### src/rtl/speaker_ctl_if.sv
// Stereo sample handoff from the tone generators plus the four DAC pins.
// The generator side is the master; speaker_ctl uses the slave modport.
interface speaker_ctl_if;
    logic [15:0] audio_left;
    logic [15:0] audio_right;
    logic        mute;
    logic        sample_req;
    logic        audio_mclk;
    logic        audio_lrck;
    logic        audio_sck;
    logic        audio_sdin;

    modport master (
        output audio_left, audio_right, mute,
        input  sample_req, audio_mclk, audio_lrck, audio_sck, audio_sdin
    );

    modport slave (
        input  audio_left, audio_right, mute,
        output sample_req, audio_mclk, audio_lrck, audio_sck, audio_sdin
    );
endinterface

### src/rtl/speaker_ctl.sv
// Left-justified I2S-style serializer: 512-clk frame, 16 bits per channel,
// MSB aligned with the lrck edge, clocks taken straight from a frame counter.
module speaker_ctl (
    input  logic         clk,
    input  logic         rst_n,   // asynchronous, active-high
    speaker_ctl_if.slave aud
);
    logic [8:0]  cnt_reg;
    logic [15:0] right_hold_reg;
    logic [15:0] shift_reg;
    logic [15:0] shift_next;
    logic [15:0] cap_left;
    logic [15:0] cap_right;
    logic        frame_end;
    logic        half_end;
    logic        bit_end;

    // Mute forces zero into both captured words.
    generate
        for (genvar gi = 0; gi < 16; gi++) begin : g_mute
            assign cap_left[gi]  = aud.audio_left[gi]  & ~aud.mute;
            assign cap_right[gi] = aud.audio_right[gi] & ~aud.mute;
        end
    endgenerate

    assign frame_end = (cnt_reg == 9'd511);
    assign half_end  = (cnt_reg == 9'd255);
    assign bit_end   = (cnt_reg[3:0] == 4'hF);

    // Loads win over the sck-falling shift that shares their edge.
    always_comb begin
        shift_next = shift_reg;
        if (frame_end) begin
            shift_next = cap_left;
        end else if (half_end) begin
            shift_next = right_hold_reg;
        end else if (bit_end) begin
            shift_next = {shift_reg[14:0], 1'b0};
        end
    end

    // The left word goes straight into the shifter, so only right needs holding.
    always_ff @(posedge clk or posedge rst_n) begin
        if (rst_n) begin
            cnt_reg        <= '0;
            right_hold_reg <= '0;
            shift_reg      <= '0;
        end else begin
            cnt_reg   <= cnt_reg + 9'd1;
            shift_reg <= shift_next;
            if (frame_end) begin
                right_hold_reg <= cap_right;
            end
        end
    end

    assign aud.audio_mclk = cnt_reg[1];
    assign aud.audio_sck  = cnt_reg[3];
    assign aud.audio_lrck = cnt_reg[8];
    assign aud.audio_sdin = shift_reg[15];
    assign aud.sample_req = frame_end;
endmodule

### src/flat_wrapper.sv
// flat-port wrapper written by rule: the top's interface ports become plain ports
module speaker_ctl_flat 
  (clk, rst_n, aud_audio_left, aud_audio_right, aud_mute, aud_sample_req, aud_audio_mclk, aud_audio_lrck, aud_audio_sck, aud_audio_sdin);
  speaker_ctl_if aud_i ();
  input  logic clk;
  input  logic rst_n;
  input wire logic [$bits(aud_i.audio_left)-1:0] aud_audio_left;
  input wire logic [$bits(aud_i.audio_right)-1:0] aud_audio_right;
  input wire logic [$bits(aud_i.mute)-1:0] aud_mute;
  output wire logic [$bits(aud_i.sample_req)-1:0] aud_sample_req;
  output wire logic [$bits(aud_i.audio_mclk)-1:0] aud_audio_mclk;
  output wire logic [$bits(aud_i.audio_lrck)-1:0] aud_audio_lrck;
  output wire logic [$bits(aud_i.audio_sck)-1:0] aud_audio_sck;
  output wire logic [$bits(aud_i.audio_sdin)-1:0] aud_audio_sdin;
  assign aud_i.audio_left = aud_audio_left;
  assign aud_i.audio_right = aud_audio_right;
  assign aud_i.mute = aud_mute;
  assign aud_sample_req = aud_i.sample_req;
  assign aud_audio_mclk = aud_i.audio_mclk;
  assign aud_audio_lrck = aud_i.audio_lrck;
  assign aud_audio_sck = aud_i.audio_sck;
  assign aud_audio_sdin = aud_i.audio_sdin;
  speaker_ctl u_core (.clk(clk), .rst_n(rst_n), .aud(aud_i));
endmodule
### config.mk
export PLATFORM = sky130hd
export DESIGN_NAME = speaker_ctl_flat
export DESIGN_NICKNAME = d
export VERILOG_FILES = /design/src/rtl/speaker_ctl_if.sv /design/src/rtl/speaker_ctl.sv /design/src/flat_wrapper.sv
export SDC_FILE = /design/constraint.sdc
export NUM_CORES = 1
export LEC_CHECK = 0
export CAP_MARGIN = 30
export CORE_ASPECT_RATIO = 0.6
export CORE_MARGIN = 2
export CORE_UTILIZATION = 25
export DETAILED_ROUTE_END_ITERATION = 10
export DONT_BUFFER_PORTS = 1
export SLEW_MARGIN = 25
export SYNTH_ARGS = -nofsm -noshare
export SYNTH_HDL_FRONTEND = slang
export SYNTH_SLANG_ARGS = --single-unit
### constraint.sdc
create_clock -name clk -period 2.21 [get_ports clk]
set_clock_uncertainty 0.05 [all_clocks]
set_input_delay 0.3315 -clock clk [delete_from_list [all_inputs] [get_ports clk]]
set_output_delay 0.3315 -clock clk [all_outputs]
set_load 0.02 [all_outputs]
## Yosys cells after proc, flatten, opt, wreduce, memory -nomap -nowiden

Index checks and enable logic that the tools add are counted.

- Input bits: 35
- Word-level logic and storage cells: 44
- Register bits after elaboration: 41

- Eq/ne operators: 3
- Reductions and logical operators: 1
- Bitwise operators: 33
- Add/sub/neg operators: 1
- Multiplexer cells: 3

Operators with widths:

| kind | number |
|---|---|
| $mux 16 | 3 |
| $and 1x1->1 | 32 |
| $add 9x1->9 const B | 1 |
| $eq 9x8->1 const B | 1 |
| $eq 9x9->1 const B | 1 |
| $eq 4x4->1 const B | 1 |
| $reduce_bool 3->1 | 1 |
| $not 1->1 | 1 |

## Logic depth before layout (Yosys ltp)

Gate-level depths: netlist of run 1.

- Depth after elaboration: 4
- Depth in mapped cells: 9
- Depth with buffers taken out: 7

## Least setup slack after synthesis of run 1

Ideal clock, no wire load.

- Path kind: reg-to-reg
- From: register u_core.cnt_reg[1]
- To: register u_core.shift_reg[2]
- Library setup time: 126 ps
- Cell stages (with the launch flop): 9
- Arrival: 2174 ps
- Required time: 2034 ps
- Setup slack: -140 ps
- Path through: dfrtp_1 -> ha_1 -> nand2_1 -> nor2_1 -> ha_1 -> and2b_4 -> buf_6 -> a22o_1 -> a221o_1

RTL lines:

| item | line | RTL |
|---|---|---|
| start, declared | speaker_ctl.sv:8 | `logic [8:0] cnt_reg;` |
| start signal, assigned | speaker_ctl.sv:49 | `cnt_reg <= cnt_reg + 9'd1;` |
| $eq 9x9->1 * | speaker_ctl.sv:26 | `assign frame_end = (cnt_reg == 9'd511);` |
| via aud_sample_req | flat_wrapper.sv:10 | `output wire logic [$bits(aud_i.sample_req)-1:0] aud_sample_req;` |
| $reduce_bool 3->1 (no line) / $mux 16 (equally long branches) | -- |  |
| end signal, assigned | speaker_ctl.sv:50 | `shift_reg <= shift_next;` |
| end, declared | speaker_ctl.sv:10 | `logic [15:0] shift_reg;` |

The timed path passes the listed nets; every way through them passes the cells marked *.
A chain may end at the register's enable or synchronous reset.

## Worst setup path in the final report of run 1

- From: register u_core.cnt_reg[2]
- To: output port aud_sample_req

- Word-level cells in the longest chain between the ends: 1

RTL lines:

| item | line |
|---|---|
| $eq 9x9->1 | speaker_ctl.sv:26 |
| end, declared | flat_wrapper.sv:10 |

Every way passes these cells.

==> results of run 1 <==
-- final cells by class --
cell class	count	area (sq um)
flip-flops and latches	41	1030
inverters	21	78.8
repair buffers	8	72.6
well taps	91	114
multi-input cells	88	676
fillers	708	5060
clock buffers	7	143
-- layout by cell type, fill, tap and decap left out, types with 2 or more instances in the layout --
cell                        count
sky130_fd_sc_hd__dfrtp_1       39
sky130_fd_sc_hd__inv_1         21
sky130_fd_sc_hd__nand2_1       20
sky130_fd_sc_hd__a221o_1       15
sky130_fd_sc_hd__a22o_1        14
sky130_fd_sc_hd__o21ai_0       12
sky130_fd_sc_hd__buf_4          7
sky130_fd_sc_hd__xnor2_1        5
sky130_fd_sc_hd__clkbuf_16      5
sky130_fd_sc_hd__o21ai_1        4
sky130_fd_sc_hd__and2b_4        2
sky130_fd_sc_hd__nand3_1        2
sky130_fd_sc_hd__ha_2           2
sky130_fd_sc_hd__dfrtp_2        2
-- worst max path at each step --
stage / start / endpoint
2_1_floorplan: u_core.cnt_reg[1]$_DFF_PP0_ / u_core.shift_reg[2]$_DFFE_PP0P_
3_3_place_gp: u_core.cnt_reg[0]$_DFF_PP0_ / u_core.shift_reg[11]$_DFFE_PP0P_
3_5_place_dp: u_core.cnt_reg[0]$_DFF_PP0_ / u_core.shift_reg[15]$_DFFE_PP0P_
4_1_cts: u_core.cnt_reg[0]$_DFF_PP0_ / aud_sample_req
5_1_grt: u_core.cnt_reg[2]$_DFF_PP0_ / aud_sample_req
6_report: u_core.cnt_reg[2]$_DFF_PP0_ / aud_sample_req
-- repair_timing --
action / in CTS / in global routing
resized for setup: 0 / 3
setup buffers: 0 / 0
endpoints found under the setup margin: 0 / 17
-- layer usage --
layer	track usage, %	wire, um	up-vias
li1	-	-	576
met1	15.5	2050	555
met2	14.8	1720	28
met3	5.99	337	4
met4	3.66	48	0
met5	0	0	-
-- per-stage QoR --
stage                     total power (uW)  instances  area [sq um]  utilization, %  worst slack (ps)
after floorplan                        776        158          1830               -              65.0
after global placement                 785        249          1950            27.2               132
after detailed placement               785        249          1950            27.2              87.5
after CTS                             1500        256          2100            29.2              64.4
after global routing                  1530        256          2110            29.4              49.0
final                                 1480        256          2110            29.4               181
-- report_power, final --
| group | switching, uW | internal [uW] | leakage (uW) |
|---|---|---|---|
| clock network | 271 | 443 | 0.0000700 |
| logic | 15.1 | 4.65 | 0.000432 |
| registers | 0 | 751 | 0.000472 |
| total | 286 | 1200 | 0.000973 |
-- cell families after synthesis --
family                     synth area share, %
and+or+nand+nor                           8.57
adders and majority gates                 2.06
DFF                                       56.2
AOI/OAI and AO/OA                         22.4
xor gates and xnor gates                  2.88
buffers and inverters                     7.82
-- critical path, stage by stage, from the launching register on --
cell	delay (ps)
sky130_fd_sc_hd__dfrtp_1	380
sky130_fd_sc_hd__and4_1	230
sky130_fd_sc_hd__nand2_1	100
sky130_fd_sc_hd__nor2_2	160
sky130_fd_sc_hd__ha_4	230
sky130_fd_sc_hd__buf_4	250
==> insert_results.sql, run 1 <==
INSERT INTO impl_metrics (metric_group, metric, value, unit) VALUES
('die', 'die_area', '8020', 'sq um'),
('global_routing', 'grt_start_max_net_pins', '32', ''),
('worst_setup_path', 'category_of_the_worst_setup_path_capture_point', 'output pin', ''),
('detailed_routing', 'route.detailed.vias_per_inst', '4.54', ''),
('status', 'failed_checks', 'hold timing', ''),
('status', 'outcome', 'complete, but fails checks', ''),
('synth', 'yosys_warnings', '0', ''),
('detailed_routing', 'routed_wl', '4160', 'um'),
('placement', 'globalplace.congestion', '0.759', ''),
('cells_and_area', 'antenna-diode-count', '0', ''),
('synth', 'yosysTopAreaCell', 'sky130_fd_sc_hd__dfrtp_1', ''),
('placement', 'portBuffers', '0', ''),
('synth', 'share_of_flip_flops_with_an_asynchronous_set_or_reset', '100', '%'),
('synth', 'synth_top_flop_cell', 'sky130_fd_sc_hd__dfrtp_1', ''),
('detailed_routing', 'detailroute.via_count', '1163', ''),
('die', 'dieWidth', '114', 'um'),
('synth', 'ys_seq_elements', '41', ''),
('timing', 'timing.final.crit_share', '91.8', '%'),
('die', 'die-height', '70.2', 'um'),
('clocking', 'clock_insertion_delay_worst_skew', '280', 'ps'),
('synth', 'synth_top_cells_by_area', 'sky130_fd_sc_hd__dfrtp_1, sky130_fd_sc_hd__a221o_1, sky130_fd_sc_hd__a22o_1, sky130_fd_sc_hd__inv_1, sky130_fd_sc_hd__nand2_1', ''),
('die', 'area_inside_the_core_boundary', '7180', 'sq um'),
('synth', 'synth.cell_area', '1820', 'sq um'),
('detailed_routing', 'drc_errors', '0', ''),
('synth', 'number_of_flops_mapped_to_enable_cells_by_yosys', '0', ''),
('clocking', 'cts_tree', 'done', ''),
('synth', 'syn_area_per_cell', '11.5', 'sq um'),
('pwr', 'pwr_density_cell', '703', 'nW/um^2'),
('timing', 'finalSetupViolCount', '0', ''),
('detailed_routing', 'detailedRoute.firstIterationViolations', '64', ''),
('cells_and_area', 'area_growth', '15.8', '%'),
('synth', 'synth.cells.most_frequent', 'sky130_fd_sc_hd__dfrtp_1, sky130_fd_sc_hd__inv_1, sky130_fd_sc_hd__nand2_1', ''),
('worst_setup_path', 'crit_type', 'reg2out', ''),
('synth', 'synth_fp_nets', '196', ''),
('timing', 'timing.final.hold_violations', '14', ''),
('timing', 'fmax', '0.493', 'GHz'),
('flow_run', 'max_cap_check_violation_count', '0', ''),
('pwr', 'power.leakage', '0.000973', 'uW'),
('die', 'design.portCount', '40', ''),
('timing', 'grt_setup_unrepaired', 'no', ''),
('timing', 'timing.final.crit_period', '2030', 'ps'),
('cells_and_area', 'nets', '203', ''),
('worst_setup_path', 'worstRegToRegCells', '7', ''),
('worst_setup_path', 'worst_r2r_src', 'u_core.cnt_reg[2]$_DFF_PP0_', ''),
('clocking', 'h_tree_levels', '2', ''),
('die', 'start_util', '25.4', '%'),
('worst_setup_path', 'crit_required', '1830', 'ps'),
('clocking', 'clock_tree.root_cell', 'sky130_fd_sc_hd__clkbuf_16', ''),
('global_routing', 'first_global_vias', '1205', ''),
('synth', 'synth.lib_cells_used.distinct', '25', ''),
('clocking', 'cts_buffers', '5', ''),
('global_routing', 'grt_use_total', '11.2', '%'),
('clocking', 'clock_sinks', '41', ''),
('synth', 'seq_area_frac_synth', '56.2', '%'),
('worst_setup_path', 'critical_path_peak_fanout', '14', ''),
('cells_and_area', 'final_layout_size_suffix_gt1_share', '16.4', '%'),
('clocking', 'ctsHoldBuffers', '0', ''),
('timing', 'timing.slew.headroom', '57.0', '%'),
('placement', 'hpwl', '3010', 'um'),
('timing', 'slew_viol_final', '0', ''),
('worst_hold_path', 'worstHoldPathType', 'in2async', ''),
('detailed_routing', 'routedWlPerCell', '16.2', 'um'),
('timing', 'max_slew.worst_pin.slew', '644', 'ps'),
('timing', 'fin_worst_hold_slack', '-22.2', 'ps'),
('die', 'core.rowCount', '24', ''),
('detailed_routing', 'drt_pre_antenna_iters', '4', ''),
('clocking', 'clkTransAtPathRegs', '60', 'ps'),
('synth', 'syn_inst', '158', ''),
('global_routing', 'antenna_found_initial', '0', ''),
('global_routing', 'wire_length_of_the_first_global_routing_pass', '6750', 'um'),
('timing', 'timing.setup.tns', '0', 'ps'),
('pwr', 'peakVddDrop', '434', 'uV'),
('synth', 'yosys.area.top_type_share', '56.2', '%'),
('worst_setup_path', 'reg2reg_to', 'u_core.shift_reg[13]$_DFFE_PP0P_', ''),
('detailed_routing', 'postRouteAntennaNets', '0', ''),
('synth', 'synth.most_common_cell', 'sky130_fd_sc_hd__dfrtp_1', ''),
('worst_setup_path', 'setup.worst_path.start_class', 'flop', ''),
('worst_setup_path', 'reg_to_reg_slack_setup', '200', 'ps'),
('global_routing', 'grt-ovfl-total', '0', ''),
('clocking', 'clock_path_buffers', '2', ''),
('worst_setup_path', 'arrival', '1650', 'ps');
(Power assumes the default switching activity.)
==> run 2: changes to the inputs <==
- clock period: 2.21 -> 1.76 ns (I/O delays scaled with it)
==> insert_results.sql, run 2 (synthesis results as in run 1) <==
INSERT INTO impl_metrics (metric_group, metric, value, unit) VALUES
('detailed_routing', 'routed_wl', '4440', 'um'),
('worst_setup_path', 'arrival', '1970', 'ps'),
('cells_and_area', 'layout_commonest_cell', 'sky130_fd_sc_hd__dfrtp_1', ''),
('clocking', 'cts_buffers', '5', ''),
('placement', 'hpwl', '3060', 'um'),
('timing', 'slew_viol_final', '0', ''),
('status', 'failed_checks', 'setup timing', ''),
('worst_setup_path', 'setup.worst_path.start_class', 'flop', ''),
('worst_setup_path', 'critPathLaunch', 'u_core.cnt_reg[5]$_DFF_PP0_', ''),
('worst_setup_path', 'reg2reg_to', 'u_core.shift_reg[4]$_DFFE_PP0P_', ''),
('die', 'start_util', '25.4', '%'),
('clocking', 'clock_tree.root_cell', 'sky130_fd_sc_hd__clkbuf_16', ''),
('die', 'area_inside_the_core_boundary', '7180', 'sq um'),
('worst_hold_path', 'worstHoldPathType', 'in2reg', ''),
('placement', 'portBuffers', '0', ''),
('detailed_routing', 'routedWlPerCell', '16.0', 'um'),
('global_routing', 'first_global_vias', '1253', ''),
('worst_setup_path', 'category_of_the_worst_setup_path_capture_point', 'flop', ''),
('timing', 'timing.final.crit_share', '106', '%'),
('global_routing', 'globalRouteMet3Util', '5.38', '%'),
('die', 'core.rowCount', '24', ''),
('status', 'outcome', 'complete, but fails checks', ''),
('flow_run', 'max_cap_check_violation_count', '0', ''),
('cells_and_area', 'final_instance_count_excl_fillers', '277', ''),
('worst_setup_path', 'worst_r2r_src', 'u_core.cnt_reg[5]$_DFF_PP0_', ''),
('global_routing', 'antenna_found_initial', '0', ''),
('pwr', 'total_switching_power', '372', 'uW'),
('placement', 'preCtsSetupSlack', '-90.7', 'ps'),
('cells_and_area', 'final_cell_mix', 'sky130_fd_sc_hd__dfrtp_1, sky130_fd_sc_hd__inv_1, sky130_fd_sc_hd__buf_4, sky130_fd_sc_hd__nand2_1, sky130_fd_sc_hd__a221o_1', ''),
('detailed_routing', 'detailedRoute.firstIterationViolations', '84', ''),
('detailed_routing', 'postRouteAntennaNets', '0', ''),
('worst_setup_path', 'crit_type', 'reg2reg', ''),
('worst_setup_path', 'crit_required', '1870', 'ps'),
('cells_and_area', 'final_layout_size_suffix_gt1_share', '29.0', '%'),
('cells_and_area', 'antenna-diode-count', '0', ''),
('pwr', 'combPwrFrac', '1.2', '%'),
('placement', 'placed_cells', '263', ''),
('worst_setup_path', 'worstSetupEndpoint', 'u_core.shift_reg[4]$_DFFE_PP0P_', ''),
('die', 'design.portCount', '40', ''),
('clocking', 'clock_sinks', '41', ''),
('clocking', 'h_tree_levels', '2', ''),
('clocking', 'clock_path_buffers', '2', ''),
('worst_setup_path', 'worstRegToRegCells', '8', ''),
('detailed_routing', 'drt_pre_antenna_iters', '4', ''),
('timing', 'timing.final.crit_period', '1860', 'ps'),
('cells_and_area', 'area_growth', '29.4', '%'),
('die', 'dieWidth', '114', 'um'),
('worst_setup_path', 'reg_to_reg_slack_setup', '-100', 'ps'),
('pwr', 'pwr-share-clk', '49.7', '%'),
('die', 'die-height', '70.2', 'um'),
('pwr', 'cellInternalPower', '1550', 'uW'),
('clocking', 'cts_tree', 'done', ''),
('worst_hold_path', 'worst_hold_startpoint', 'aud_audio_right[0]', ''),
('cells_and_area', 'filler_cell_count', '705', ''),
('placement', 'globalplace.congestion', '0.810', ''),
('global_routing', 'wire_length_of_the_first_global_routing_pass', '6840', 'um'),
('global_routing', 'grt-ovfl-total', '0', ''),
('timing', 'finalSetupViolCount', '16', ''),
('timing', 'fmax', '0.537', 'GHz'),
('detailed_routing', 'route.detailed.vias_per_inst', '4.61', ''),
('cells_and_area', 'finalCoreUtilization', '32.9', '%'),
('global_routing', 'grt_use_total', '11.6', '%'),
('global_routing', 'grt_start_max_net_pins', '42', ''),
('timing', 'fin_worst_hold_slack', '42.6', 'ps'),
('timing', 'timing.final.hold_violations', '0', ''),
('clocking', 'clock_insertion_delay_worst_skew', '280', 'ps'),
('clocking', 'clkTransAtPathRegs', '60', 'ps'),
('pwr', 'sequentialPowerShare', '49.1', '%'),
('timing', 'grt_setup_unrepaired', 'yes', ''),
('pwr', 'power.leakage', '0.00112', 'uW'),
('cells_and_area', 'nets', '223', ''),
('pwr', 'pwr_density_cell', '813', 'nW/um^2'),
('die', 'die_area', '8020', 'sq um'),
('pwr', 'peakVddDrop', '335', 'uV'),
('detailed_routing', 'drc_errors', '0', ''),
('detailed_routing', 'detailroute.via_count', '1278', ''),
('worst_setup_path', 'critical_path_peak_fanout', '17', ''),
('timing', 'final_critical_path_setup_slack', '-101', 'ps'),
('global_routing', 'met1_usage', '17.0', '%'),
('timing', 'timing.slew.headroom', '65.8', '%'),
('global_routing', 'met2_resource_use_gr', '15.1', '%'),
('pwr', 'switching_share', '19.4', '%'),
('global_routing', 'grt_busiest_layer', 'met1', ''),
('timing', 'max_slew.worst_pin.slew', '513', 'ps');
## run 2: cell count changes in the layout (fill, tap and decap cells not counted), moves of 2 or more
cell and change:
sky130_fd_sc_hd__nand2_1 -4, sky130_fd_sc_hd__buf_4 +12, sky130_fd_sc_hd__o21ai_0 -2, sky130_fd_sc_hd__buf_6 +3, sky130_fd_sc_hd__ha_2 -2, sky130_fd_sc_hd__ha_4 +2
sky130_fd_sc_hd__nand2_2 +3
## run 2: worst max-delay path, stage by stage, from the launching register on
cell and delay [ps]:
sky130_fd_sc_hd__dfrtp_1 350, sky130_fd_sc_hd__and4_4 260, sky130_fd_sc_hd__nand2_4 60, sky130_fd_sc_hd__nor2_4 130, sky130_fd_sc_hd__ha_4 190, sky130_fd_sc_hd__buf_6 140
sky130_fd_sc_hd__a311oi_4 50, sky130_fd_sc_hd__buf_12 170, sky130_fd_sc_hd__a221o_1 350
## run 2: worst min path at each step
stage / to / slack (ps) / cells after the start
finish: u_core.right_hold_reg[0]$_DFFE_PP0P_ / 40 / 2
global route: u_core.right_hold_reg[0]$_DFFE_PP0P_ / 50 / 2
CTS: u_core.right_hold_reg[9]$_DFFE_PP0P_ / 50 / 2
detailed placement: u_core.right_hold_reg[14]$_DFFE_PP0P_ / 260 / 2
global placement: u_core.cnt_reg[8]$_DFF_PP0_ / 270 / 2
floorplan: u_core.right_hold_reg[0]$_DFFE_PP0P_ / 330 / 2
## run 2: cell type report
type                    count  area (sq um)  area share (%)
clock buffers               7           153            6.47
clock inverters             1          5.00           0.212
inverters                  21          78.8            3.34
multi-input cells          90           741            31.4
flip-flops and latches     41          1030            43.6
well taps                  91           114            4.82
repair buffers             26           241            10.2
## run 2: per-layer routing
| metal | share of wire, % | up-vias | routed length [um] |
|---|---|---|---|
| met4 | 1.1 | 0 | 51 |
| met3 | 7.0 | 5 | 313 |
| li1 | - | 620 | - |
| met1 | 50 | 619 | 2230 |
| met2 | 42 | 34 | 1850 |
| met5 | 0 | - | 0 |
## run 2: through the flow
stage               area [sq um]  TNS [ps]  power [uW]
floorplan                   1880     -3630         975
global placement            2110      -965         982
detailed placement          2110     -1200         982
CTS                         2280     -1260        1930
global route                2360     -2870        1970
finish                      2360     -1350        1920
## run 2: power by group through the flow
stage	combinational (uW)	clock [uW]	sequential, uW
floorplan	15.0	0	960
global placement	22.3	0	960
detailed placement	22.2	0	960
CTS	23.8	966	943
global route	26.6	1000	942
finish	22.3	954	943
## run 2: what timing repair did
action	4_1_cts	5_1_grt
hold buffers	1	0
hold endpoints to repair	41	0
gates cloned	0	2
gates resized for setup	2	14
setup endpoints to repair	21	31
pin swaps	3	4
buffers inserted	0	3
